$ cat config.mk
export PLATFORM = sky130hd
export DESIGN_NAME = video_pll_ctrl
export DESIGN_NICKNAME = d
export VERILOG_FILES = /design/src/rtl/video_pll_ctrl.sv
export SDC_FILE = /design/constraint.sdc
export NUM_CORES = 1
export LEC_CHECK = 0
export CAP_MARGIN = 15
export CORE_ASPECT_RATIO = 0.6
export CORE_MARGIN = 10
export CORE_UTILIZATION = 45
export CTS_BUF_LIST = sky130_fd_sc_hd__clkbuf_4 sky130_fd_sc_hd__clkbuf_8
export DETAILED_ROUTE_END_ITERATION = 10
export PLACE_DENSITY = 0.68
export SLEW_MARGIN = 10
export SYNTH_ARGS = -nofsm -noshare
export SYNTH_HDL_FRONTEND = slang
export SYNTH_SLANG_ARGS = --single-unit
export TNS_END_PERCENT = 1
$ cat constraint.sdc
create_clock -name clk_i -period 2.4 [get_ports clk_i]
set_clock_uncertainty 0.15 [all_clocks]
set_input_delay 0.36 -clock clk_i [delete_from_list [all_inputs] [get_ports clk_i]]
set_output_delay 0.36 -clock clk_i [all_outputs]
set_load 0.01 [all_outputs]
$ cat src/rtl/video_pll_ctrl.sv
// Video PLL bring-up and supervision: reset pulsing, lock qualification with retry/fail,
// lock-loss recovery and dynamic phase-step bursts, all in the PLL reference clock domain.
module video_pll_ctrl #(
    parameter int RST_PULSE    = 16,
    parameter int LOCK_TIMEOUT = 50000,
    parameter int LOCK_STABLE  = 1024,
    parameter int MAX_RETRY    = 3,
    parameter int PHASE_GAP    = 4
) (
    input  logic       clk_i,
    input  logic       rst_i,
    input  logic       pll_lock_i,
    input  logic       start_i,
    input  logic       phase_req_i,
    input  logic [2:0] phase_sel_i,
    input  logic       phase_dir_i,
    input  logic [7:0] phase_steps_i,
    output logic       pll_rst_o,
    output logic [2:0] phase_sel_o,
    output logic       phase_dir_o,
    output logic       phase_step_n_o,
    output logic       ready_o,
    output logic       video_rst_o,
    output logic       phase_busy_o,
    output logic       phase_done_o,
    output logic       lock_lost_o,
    output logic       fail_o,
    output logic [3:0] retry_cnt_o
);

    localparam int MAX_AB = (RST_PULSE > LOCK_TIMEOUT) ? RST_PULSE : LOCK_TIMEOUT;
    localparam int MAX_CD = (LOCK_STABLE > PHASE_GAP) ? LOCK_STABLE : PHASE_GAP;
    localparam int MAXP   = (MAX_AB > MAX_CD) ? MAX_AB : MAX_CD;
    localparam int CNT_W  = $clog2(MAXP + 1);
    localparam logic [CNT_W-1:0] CNT_MAX = CNT_W'(MAXP);

    typedef enum logic [2:0] {
        S_RST_PLL, S_WAIT_LOCK, S_STABLE, S_RUN, S_PH_STEP, S_PH_GAP, S_FAIL
    } state_t;

    state_t           state_q, state_d;
    logic [CNT_W-1:0] cnt_q, cnt_d;
    logic [1:0]       sync_q;
    logic [3:0]       retry_q, retry_d;
    logic [7:0]       rem_q, rem_d;
    logic [2:0]       sel_q, sel_d;
    logic             dir_q, dir_d;
    logic             done_q, done_d;
    logic             lost_q, lost_d;
    logic             pll_rst_q, step_n_q, busy_q, ready_q, fail_q;
    logic             restart;
    logic             lock_s;
    logic             clk_ok;

    assign lock_s = sync_q[1];
    assign clk_ok = (state_q == S_RUN) || (state_q == S_PH_STEP) || (state_q == S_PH_GAP);

    always_comb begin
        state_d = state_q;
        retry_d = retry_q;
        rem_d   = rem_q;
        sel_d   = sel_q;
        dir_d   = dir_q;
        done_d  = 1'b0;
        lost_d  = 1'b0;
        restart = 1'b0;
        if (start_i) begin
            state_d = S_RST_PLL;
            retry_d = '0;
            restart = 1'b1;
        end else if (clk_ok && !lock_s) begin
            // A lock drop abandons any burst in flight; phase_done is deliberately not raised.
            state_d = S_RST_PLL;
            lost_d  = 1'b1;
        end else begin
            case (state_q)
                S_RST_PLL:
                    if (cnt_q == CNT_W'(RST_PULSE - 1)) state_d = S_WAIT_LOCK;
                S_WAIT_LOCK:
                    if (lock_s) begin
                        state_d = S_STABLE;
                    end else if (cnt_q == CNT_W'(LOCK_TIMEOUT - 1)) begin
                        retry_d = retry_q + 4'd1;
                        state_d = (retry_d == 4'(MAX_RETRY)) ? S_FAIL : S_RST_PLL;
                    end
                S_STABLE:
                    if (!lock_s) begin
                        state_d = S_WAIT_LOCK;
                    end else if (cnt_q == CNT_W'(LOCK_STABLE - 1)) begin
                        state_d = S_RUN;
                        retry_d = '0;
                    end
                S_RUN:
                    if (phase_req_i) begin
                        if (phase_steps_i == 8'd0) begin
                            done_d = 1'b1;
                        end else begin
                            sel_d   = phase_sel_i;
                            dir_d   = phase_dir_i;
                            rem_d   = phase_steps_i;
                            state_d = S_PH_STEP;
                        end
                    end
                S_PH_STEP: begin
                    rem_d   = rem_q - 8'd1;
                    state_d = S_PH_GAP;
                end
                S_PH_GAP:
                    if (cnt_q == CNT_W'(PHASE_GAP - 1)) begin
                        if (rem_q != 8'd0) begin
                            state_d = S_PH_STEP;
                        end else begin
                            state_d = S_RUN;
                            done_d  = 1'b1;
                        end
                    end
                S_FAIL: state_d = S_FAIL;
                default: state_d = S_RST_PLL;
            endcase
        end
        // Shared counter restarts on every state entry and saturates rather than wrapping.
        if (restart || (state_d != state_q)) begin
            cnt_d = '0;
        end else if (cnt_q == CNT_MAX) begin
            cnt_d = cnt_q;
        end else begin
            cnt_d = cnt_q + CNT_W'(1);
        end
    end

    always_ff @(posedge clk_i) begin
        if (rst_i) begin
            state_q   <= S_RST_PLL;
            cnt_q     <= '0;
            sync_q    <= '0;
            retry_q   <= '0;
            rem_q     <= '0;
            sel_q     <= '0;
            dir_q     <= 1'b0;
            done_q    <= 1'b0;
            lost_q    <= 1'b0;
            pll_rst_q <= 1'b1;
            step_n_q  <= 1'b1;
            busy_q    <= 1'b0;
            ready_q   <= 1'b0;
            fail_q    <= 1'b0;
        end else begin
            state_q   <= state_d;
            cnt_q     <= cnt_d;
            sync_q    <= {sync_q[0], pll_lock_i};
            retry_q   <= retry_d;
            rem_q     <= rem_d;
            sel_q     <= sel_d;
            dir_q     <= dir_d;
            done_q    <= done_d;
            lost_q    <= lost_d;
            pll_rst_q <= (state_d == S_RST_PLL) || (state_d == S_FAIL);
            step_n_q  <= (state_d != S_PH_STEP);
            busy_q    <= (state_d == S_PH_STEP) || (state_d == S_PH_GAP);
            ready_q   <= (state_d == S_RUN) || (state_d == S_PH_STEP) || (state_d == S_PH_GAP);
            fail_q    <= (state_d == S_FAIL);
        end
    end

    assign pll_rst_o      = pll_rst_q;
    assign phase_sel_o    = sel_q;
    assign phase_dir_o    = dir_q;
    assign phase_step_n_o = step_n_q;
    assign ready_o        = ready_q;
    assign video_rst_o    = !ready_q;
    assign phase_busy_o   = busy_q;
    assign phase_done_o   = done_q;
    assign lock_lost_o    = lost_q;
    assign fail_o         = fail_q;
    assign retry_cnt_o    = retry_q;

endmodule

==> run_results.csv, run 1 <==
group,metric,value,unit
clock_tree,ctsHtreeMaxLevel,2,
floorplan,io_pins,33,
final_layout,utilization,0.622,
floorplan,die_area,0.00916,mm2
floorplan,core_region_area,0.00552,mm2
power_and_ir_drop,irDropWorstVdd,0.283,mV
run,maxCapViolations,0,
synth,synth_cells,290,
worst_setup_path,critical_path_class,"reg -> reg",
worst_setup_path,r2r_end,"pll_rst_o",
synth,yosysSeqAreaShare,0.346,
sta,final_max_slew_viol_count,0,
synth,synth_cell_types,64,
routing,wl_per_cell,16.0,um
synth,synthTopCellsByArea,"dfxtp_1 35%, nor4_2 4.9%, nor2_1 4.6%",
sta,layout_worst_path_cycle_share,1.00,
sta,setup_violations,1,
worst_setup_path,r2r_slack,-0.004,ns
routing,drt_iter0_markers,175,
synth,ys_warn_count,0,
final_layout,syn_to_final_growth,35.0,%
sta,fmax,416,MHz
worst_setup_path,cp.arrival,2.44,ns
sta,layout_min_cycle_time,2.40,ns
global_routing,grt_pass1_wl,11.0,mm
worst_setup_path,crit_path_end,"pll_rst_o",
sta,worstMarginPinSlew,0.626,ns
worst_setup_path,crit_path_start_kind,"register",
global_routing,antenna_found_initial,0,
floorplan,die_h,78.3,um
floorplan,initial_core_util,0.461,
synth,async_flop_share,0,
global_routing,grt_pass1_vias,2159,
floorplan,die_x,117,um
routing,viasPerCell,5.58,
final_layout,fin_nets,381,
clock_tree,clkSinkCount,44,
placement,pre_cts_ws,-0.349,ns
power_and_ir_drop,powerDensity,406,mW/mm2
outcome,status,"finished, violations left",
routing,vias,2389,
routing,antenna_left,0,
synth,synth_area,0.00254,mm2
worst_setup_path,crit_path_end_kind,"register",
clock_tree,cts_tree,"yes",
worst_setup_path,reg2reg_from,"cnt_q[5]",
synth,yosysMostFrequentCell,"dfxtp_1",
routing,wl,6.87,mm
synth,syn-num-nets,313,
sta,grt_setup_unrepaired,"true",
routing,drc,0,
synth,synthFlopType,"dfxtp_1",
placement,portBuffers,32,
min_path,hold_path.class,"reg -> reg",
synth,synth_enable_flop_cells,0,
placement,place_congestion,0.865,
final_layout,diodes,0,
worst_setup_path,cp-startpoint,"cnt_q[5]",
sta,slew_headroom,0.580,
clock_tree,postCtsHoldBufs,0,
global_routing,grt_max_degree,17,
clock_tree,cts-root-buf,"clkbuf_8",
outcome,violations,"setup timing",
sta,finalWorstSetupSlack,-0.00449,ns
worst_setup_path,critPathRequiredTime,2.44,ns
global_routing,grt_overflow,0,
placement,dp_hpwl,5.12,mm
clock_tree,clk-insertion-delay-late,0.29,ns
worst_setup_path,worstRegToRegCells,7,
synth,synth_top_area_share,0.346,
worst_setup_path,cp_max_fo,4,
global_routing,grtUsageTotal,0.150,
final_layout,fillCellCount,462,
power_and_ir_drop,leakage,1.21,nW
final_layout,drive_gt1_frac,0.273,
synth,synth_common_cells,"44 x dfxtp_1, 31 x nor2_1, 20 x nand2_1, 13 x inv_1, 13 x o21ai_0",
clock_tree,clock_path_buffers,2,
sta,hold_viol_final,0,
synth,syn_area_per_cell,8.78,um2
clock_tree,cts_buffers,5,
synth,synth_seq_cells,44,
synth,synth_area_leader_cell,"dfxtp_1",
clock_tree,clkTransAtPathRegs,0.08,ns
floorplan,rows,21,
routing,first_pass_iters,5,
==> state kept, by name, summed over array words and instances (netlist names), 2 cells and up <==
signal	count
rem_q	8
sync_q	2
phase_sel_o	3
cnt_q	16
retry_cnt_o	4
state_q	3
==> worst max-delay path: stages, from the launching register on <==
cell     delay, ns
dfxtp_1       0.32
or4bb_4       0.55
nor4_4        0.35
buf_4         0.18
nand4_1       0.11
o21ai_2       0.20
nor2_1        0.11
o311a_1       0.34
==> power by group <==
group	internal, W	leakage [nW]	switching [W]
Combinational	0.0000523	0.797	0.0000381
Sequential	0.000732	0.356	0.00000318
Clock	0.000320	0.0586	0.000250
==> per-stage QoR <==
step / total power (W) / area (um2) / instances / hold WS (ns) / TNS [ns]
2_1_floorplan: 0.000784 / 2540 / 290 / 0.264 / 0
3_3_place_gp: 0.000832 / 3180 / 416 / 0.270 / -5.84
3_5_place_dp: 0.000833 / 3180 / 416 / 0.274 / -7.02
4_1_cts: 0.00140 / 3420 / 428 / 0.303 / 0
5_1_grt: 0.00144 / 3430 / 428 / 0.317 / -1.83
6_report: 0.00140 / 3430 / 428 / 0.299 / -0.00449
==> logic make-up after synthesis <==
logic type	count (synthesis)	share of synthesized area
buf+inv	26	0.0575
flops	44	0.346
xor+xnor	14	0.0482
mux	5	0.0202
simple gates	141	0.351
compound gates	54	0.148
fa+ha+maj	6	0.0295
==> layout make-up <==
type	instances	area, um2	area share
Clock buffer	6	76.3	0.0222
Clock inverter	2	35.0	0.0102
Inverter	13	48.8	0.0142
Multi-Input combinational cell	220	1610	0.468
Sequential cell	44	883	0.257
Tap cell	69	86.3	0.0251
Timing Repair Buffer	74	696	0.203
==> layer usage <==
metal	vias to the layer above	wire (um)	GRT usage
li1	1207	-	-
met1	1098	3590	0.228
met2	76	2630	0.194
met3	8	583	0.0486
met4	0	63	0.0319
met5	-	0	0
==> cell usage in the layout, fill, tap and decap left out, types with 7 or more instances in the layout <==
| cell type | Yosys | final |
|---|---|---|
| a21oi_1 | 10 | 10 |
| buf_4 | 1 | 38 |
| clkdlybuf4s50_1 | 0 | 31 |
| dfxtp_1 | 44 | 42 |
| inv_1 | 13 | 13 |
| nand2_1 | 20 | 20 |
| nand3_1 | 11 | 11 |
| nand4_1 | 11 | 11 |
| nor2_1 | 31 | 30 |
| nor4_1 | 10 | 7 |
| nor4_2 | 10 | 13 |
| o21ai_0 | 13 | 12 |
| xnor2_1 | 7 | 7 |
| xor2_1 | 7 | 7 |
==> what timing repair did <==
action | 4_1_cts | 5_1_grt
cloned | 1 | 0
gates resized for setup | 17 | 5
setup endpoints to repair | 22 | 27
pin swaps | 7 | 3
setup buffers | 3 | 0
==> worst min-delay path by stage <==
stage | startpoint | to | slack (ns) | cells after the start
detailed placement | sync_q[0] | sync_q[1] | 0.27 | 1
global placement | sync_q[0] | sync_q[1] | 0.27 | 1
floorplan | sync_q[0] | sync_q[1] | 0.26 | 1
finish | sync_q[0] | sync_q[1] | 0.30 | 1
global route | sync_q[0] | sync_q[1] | 0.32 | 1
CTS | sync_q[0] | sync_q[1] | 0.30 | 1
Note: power is estimated with default switching activity, not from simulation.
==> run 2, diff against run 1 <==
--- a/config.mk
+++ b/config.mk
@@ -11,7 +11,7 @@
 export CORE_UTILIZATION = 45
 export CTS_BUF_LIST = sky130_fd_sc_hd__clkbuf_4 sky130_fd_sc_hd__clkbuf_8
 export DETAILED_ROUTE_END_ITERATION = 10
-export PLACE_DENSITY = 0.68
+export PLACE_DENSITY = 0.65
 export SLEW_MARGIN = 10
 export SYNTH_ARGS = -nofsm -noshare
 export SYNTH_HDL_FRONTEND = slang
==> constraint.sdc (replaced) <==
create_clock -name clk_i -period 2.7 [get_ports clk_i]
set_clock_uncertainty 0.15 [all_clocks]
set_input_delay 0.405 -clock clk_i [delete_from_list [all_inputs] [get_ports clk_i]]
set_output_delay 0.405 -clock clk_i [all_outputs]
set_load 0.01 [all_outputs]
==> run_results.csv, run 2 (synthesized netlist as in run 1, its figures left out) <==
group,metric,value,unit
power_and_ir_drop,seqPwrFrac,0.521,
final_layout,syn_to_final_growth,26.9,%
global_routing,grt_max_degree,17,
clock_tree,ctsHtreeMaxLevel,2,
placement,dpl.cell_count,406,
sta,final_max_slew_viol_count,0,
power_and_ir_drop,switchingPower,0.000264,W
min_path,whs_path_depth,1,
worst_setup_path,reg2reg_from,"cnt_q[14]",
final_layout,layout_common_cells,"43 x dfxtp_1, 32 x clkdlybuf4s50_1, 31 x nor2_1",
min_path,min_from,"sync_q[0]",
power_and_ir_drop,powerDensity,389,mW/mm2
routing,first_pass_iters,5,
routing,viasPerCell,5.65,
power_and_ir_drop,internal-power,0.000993,W
placement,dp_hpwl,5.00,mm
floorplan,die_h,78.3,um
global_routing,grt_pass1_wl,10.7,mm
worst_setup_path,cp_cell_sequence,"or4bb_4, nor4_4, or2b_1, and4_4, o21a_2, nor4_1",
min_path,whs_endpoint,"sync_q[1]",
final_layout,diodes,0,
global_routing,grtUsageMet1,0.213,
sta,hold_viol_final,0,
global_routing,grtUsageTotal,0.144,
global_routing,grt-busiest-layer,"met1",
floorplan,io_pins,33,
clock_tree,cts-root-buf,"clkbuf_8",
power_and_ir_drop,finalPower,0.00126,W
final_layout,fin_cells,415,
global_routing,use_met2,0.189,
worst_setup_path,slowest_stage,"or4bb_4",
power_and_ir_drop,leakage,1.12,nW
floorplan,die_x,117,um
outcome,status,"finished clean",
power_and_ir_drop,irDropWorstVdd,0.255,mV
worst_setup_path,crit_path_end_kind,"register",
worst_setup_path,cp.arrival,2.58,ns
worst_setup_path,r2r_slack,0.15,ns
clock_tree,clkTransAtPathRegs,0.08,ns
worst_setup_path,critPathRequiredTime,2.73,ns
routing,wl_per_cell,15.6,um
worst_setup_path,cp_max_fo,16,
global_routing,grt_overflow,0,
clock_tree,cts_buffers,5,
routing,wl,6.48,mm
sta,layout_worst_path_cycle_share,0.945,
worst_setup_path,worstRegToRegCells,6,
clock_tree,clkSinkCount,44,
final_layout,fin_nets,368,
global_routing,grt_pass1_vias,2177,
sta,setup_violations,0,
sta,slew_headroom,0.422,
power_and_ir_drop,swShare,0.210,
clock_tree,postCtsHoldBufs,0,
final_layout,largest_reg_flops,16,
power_and_ir_drop,p_comb_frac,0.055,
run,maxCapViolations,0,
placement,portBuffers,32,
floorplan,rows,21,
worst_setup_path,r2r_end,"cnt_q[5]",
floorplan,initial_core_util,0.461,
sta,fmax,392,MHz
routing,drt_iter0_markers,213,
sta,layout_min_cycle_time,2.55,ns
min_path,hold_path.class,"reg -> reg",
clock_tree,clock_path_buffers,2,
sta,grt_setup_unrepaired,"true",
final_layout,drive_gt1_frac,0.214,
final_layout,layout_commonest_cell,"dfxtp_1",
routing,vias,2345,
floorplan,die_area,0.00916,mm2
floorplan,core_region_area,0.00552,mm2
final_layout,fillCellCount,525,
global_routing,grt_use_met3,0.0486,
routing,drc,0,
power_and_ir_drop,pwr-share-clk,0.424,
placement,place_congestion,0.882,
worst_setup_path,critPathMaxStageDelay,0.56,ns
worst_setup_path,critical_path_class,"reg -> reg",
routing,antenna_left,0,
global_routing,antenna_found_initial,0,
sta,worstMarginPinSlew,0.867,ns
clock_tree,clk-insertion-delay-late,0.31,ns
clock_tree,cts_tree,"yes",
final_layout,regMostFlops,"cnt_q",
worst_setup_path,crit_path_start_kind,"register",
[run 2: cell count changes in the layout (fill, tap and decap cells not counted), moves of 2 or more]
| cell | before | now |
|---|---|---|
| buf_4 | 38 | 27 |
| nor4_1 | 7 | 10 |
| nor4_2 | 13 | 10 |
| or4_1 | 0 | 2 |
| or4_4 | 3 | 1 |
[run 2: critical path: cells and delay by family (launching register included)]
family / cells / cell delay, ns
AOI/OAI and AO/OA: 1 / 0.42
DFF: 1 / 0.35
and+or+nand+nor: 5 / 1.50
[run 2: how the worst max path moves through the flow]
| stage | startpoint | endpoint | slack (ns) | depth (start not counted) |
|---|---|---|---|---|
| floorplan | cnt_q[10] | retry_cnt_o[0] | 0.34 | 6 |
| global placement | phase_steps_i[2] | cnt_q[7] | -0.08 | 8 |
| detailed placement | phase_steps_i[2] | cnt_q[5] | -0.18 | 8 |
| CTS | cnt_q[11] | cnt_q[15] | 0.12 | 6 |
| global route | phase_steps_i[5] | rem_q[0] | -0.03 | 6 |
| finish | cnt_q[14] | cnt_q[5] | 0.15 | 6 |
[run 2: cell type report]
class,instances,area (um2),area share
clock buffer,6,82.6,0.0256
clock inverter,2,38.8,0.0120
inverter,13,48.8,0.0151
multi-input combinational,220,1530,0.473
sequential,44,882,0.273
tap,69,86.3,0.0267
timing repair buffer,61,563,0.174
[run 2: power by group through the flow]
stage | Clock, W | Combinational (W) | Sequential [W]
after floorplan | 0 | 0.0000286 | 0.000668
after global placement | 0 | 0.0000678 | 0.000670
after detailed placement | 0 | 0.0000685 | 0.000670
after CTS | 0.000549 | 0.0000687 | 0.000655
after global routing | 0.000573 | 0.0000745 | 0.000655
final | 0.000533 | 0.0000693 | 0.000655
[run 2: what timing repair did]
item                       in CTS  in global routing
setup endpoints to repair       0                 20
resized for setup               0                  3
buffers inserted                0                  1
[run 2: per-stage QoR]
step	util	setup slack (ns)	setup TNS, ns	area, um2	hold slack, ns
after floorplan	-	0.339	0	2540	0.264
after global placement	0.560	-0.0770	-1.13	3090	0.285
after detailed placement	0.560	-0.180	-2.88	3090	0.276
after CTS	0.582	0.120	0	3210	0.297
after global routing	0.585	-0.0311	-0.0311	3230	0.311
final	0.585	0.148	0	3230	0.296
[run 2: layer usage]
| layer | vias up | wire length (um) |
|---|---|---|
| met5 | - | 0 |
| met4 | 0 | 77 |
| met3 | 8 | 528 |
| met2 | 82 | 2510 |
| met1 | 1081 | 3360 |
| li1 | 1174 | - |
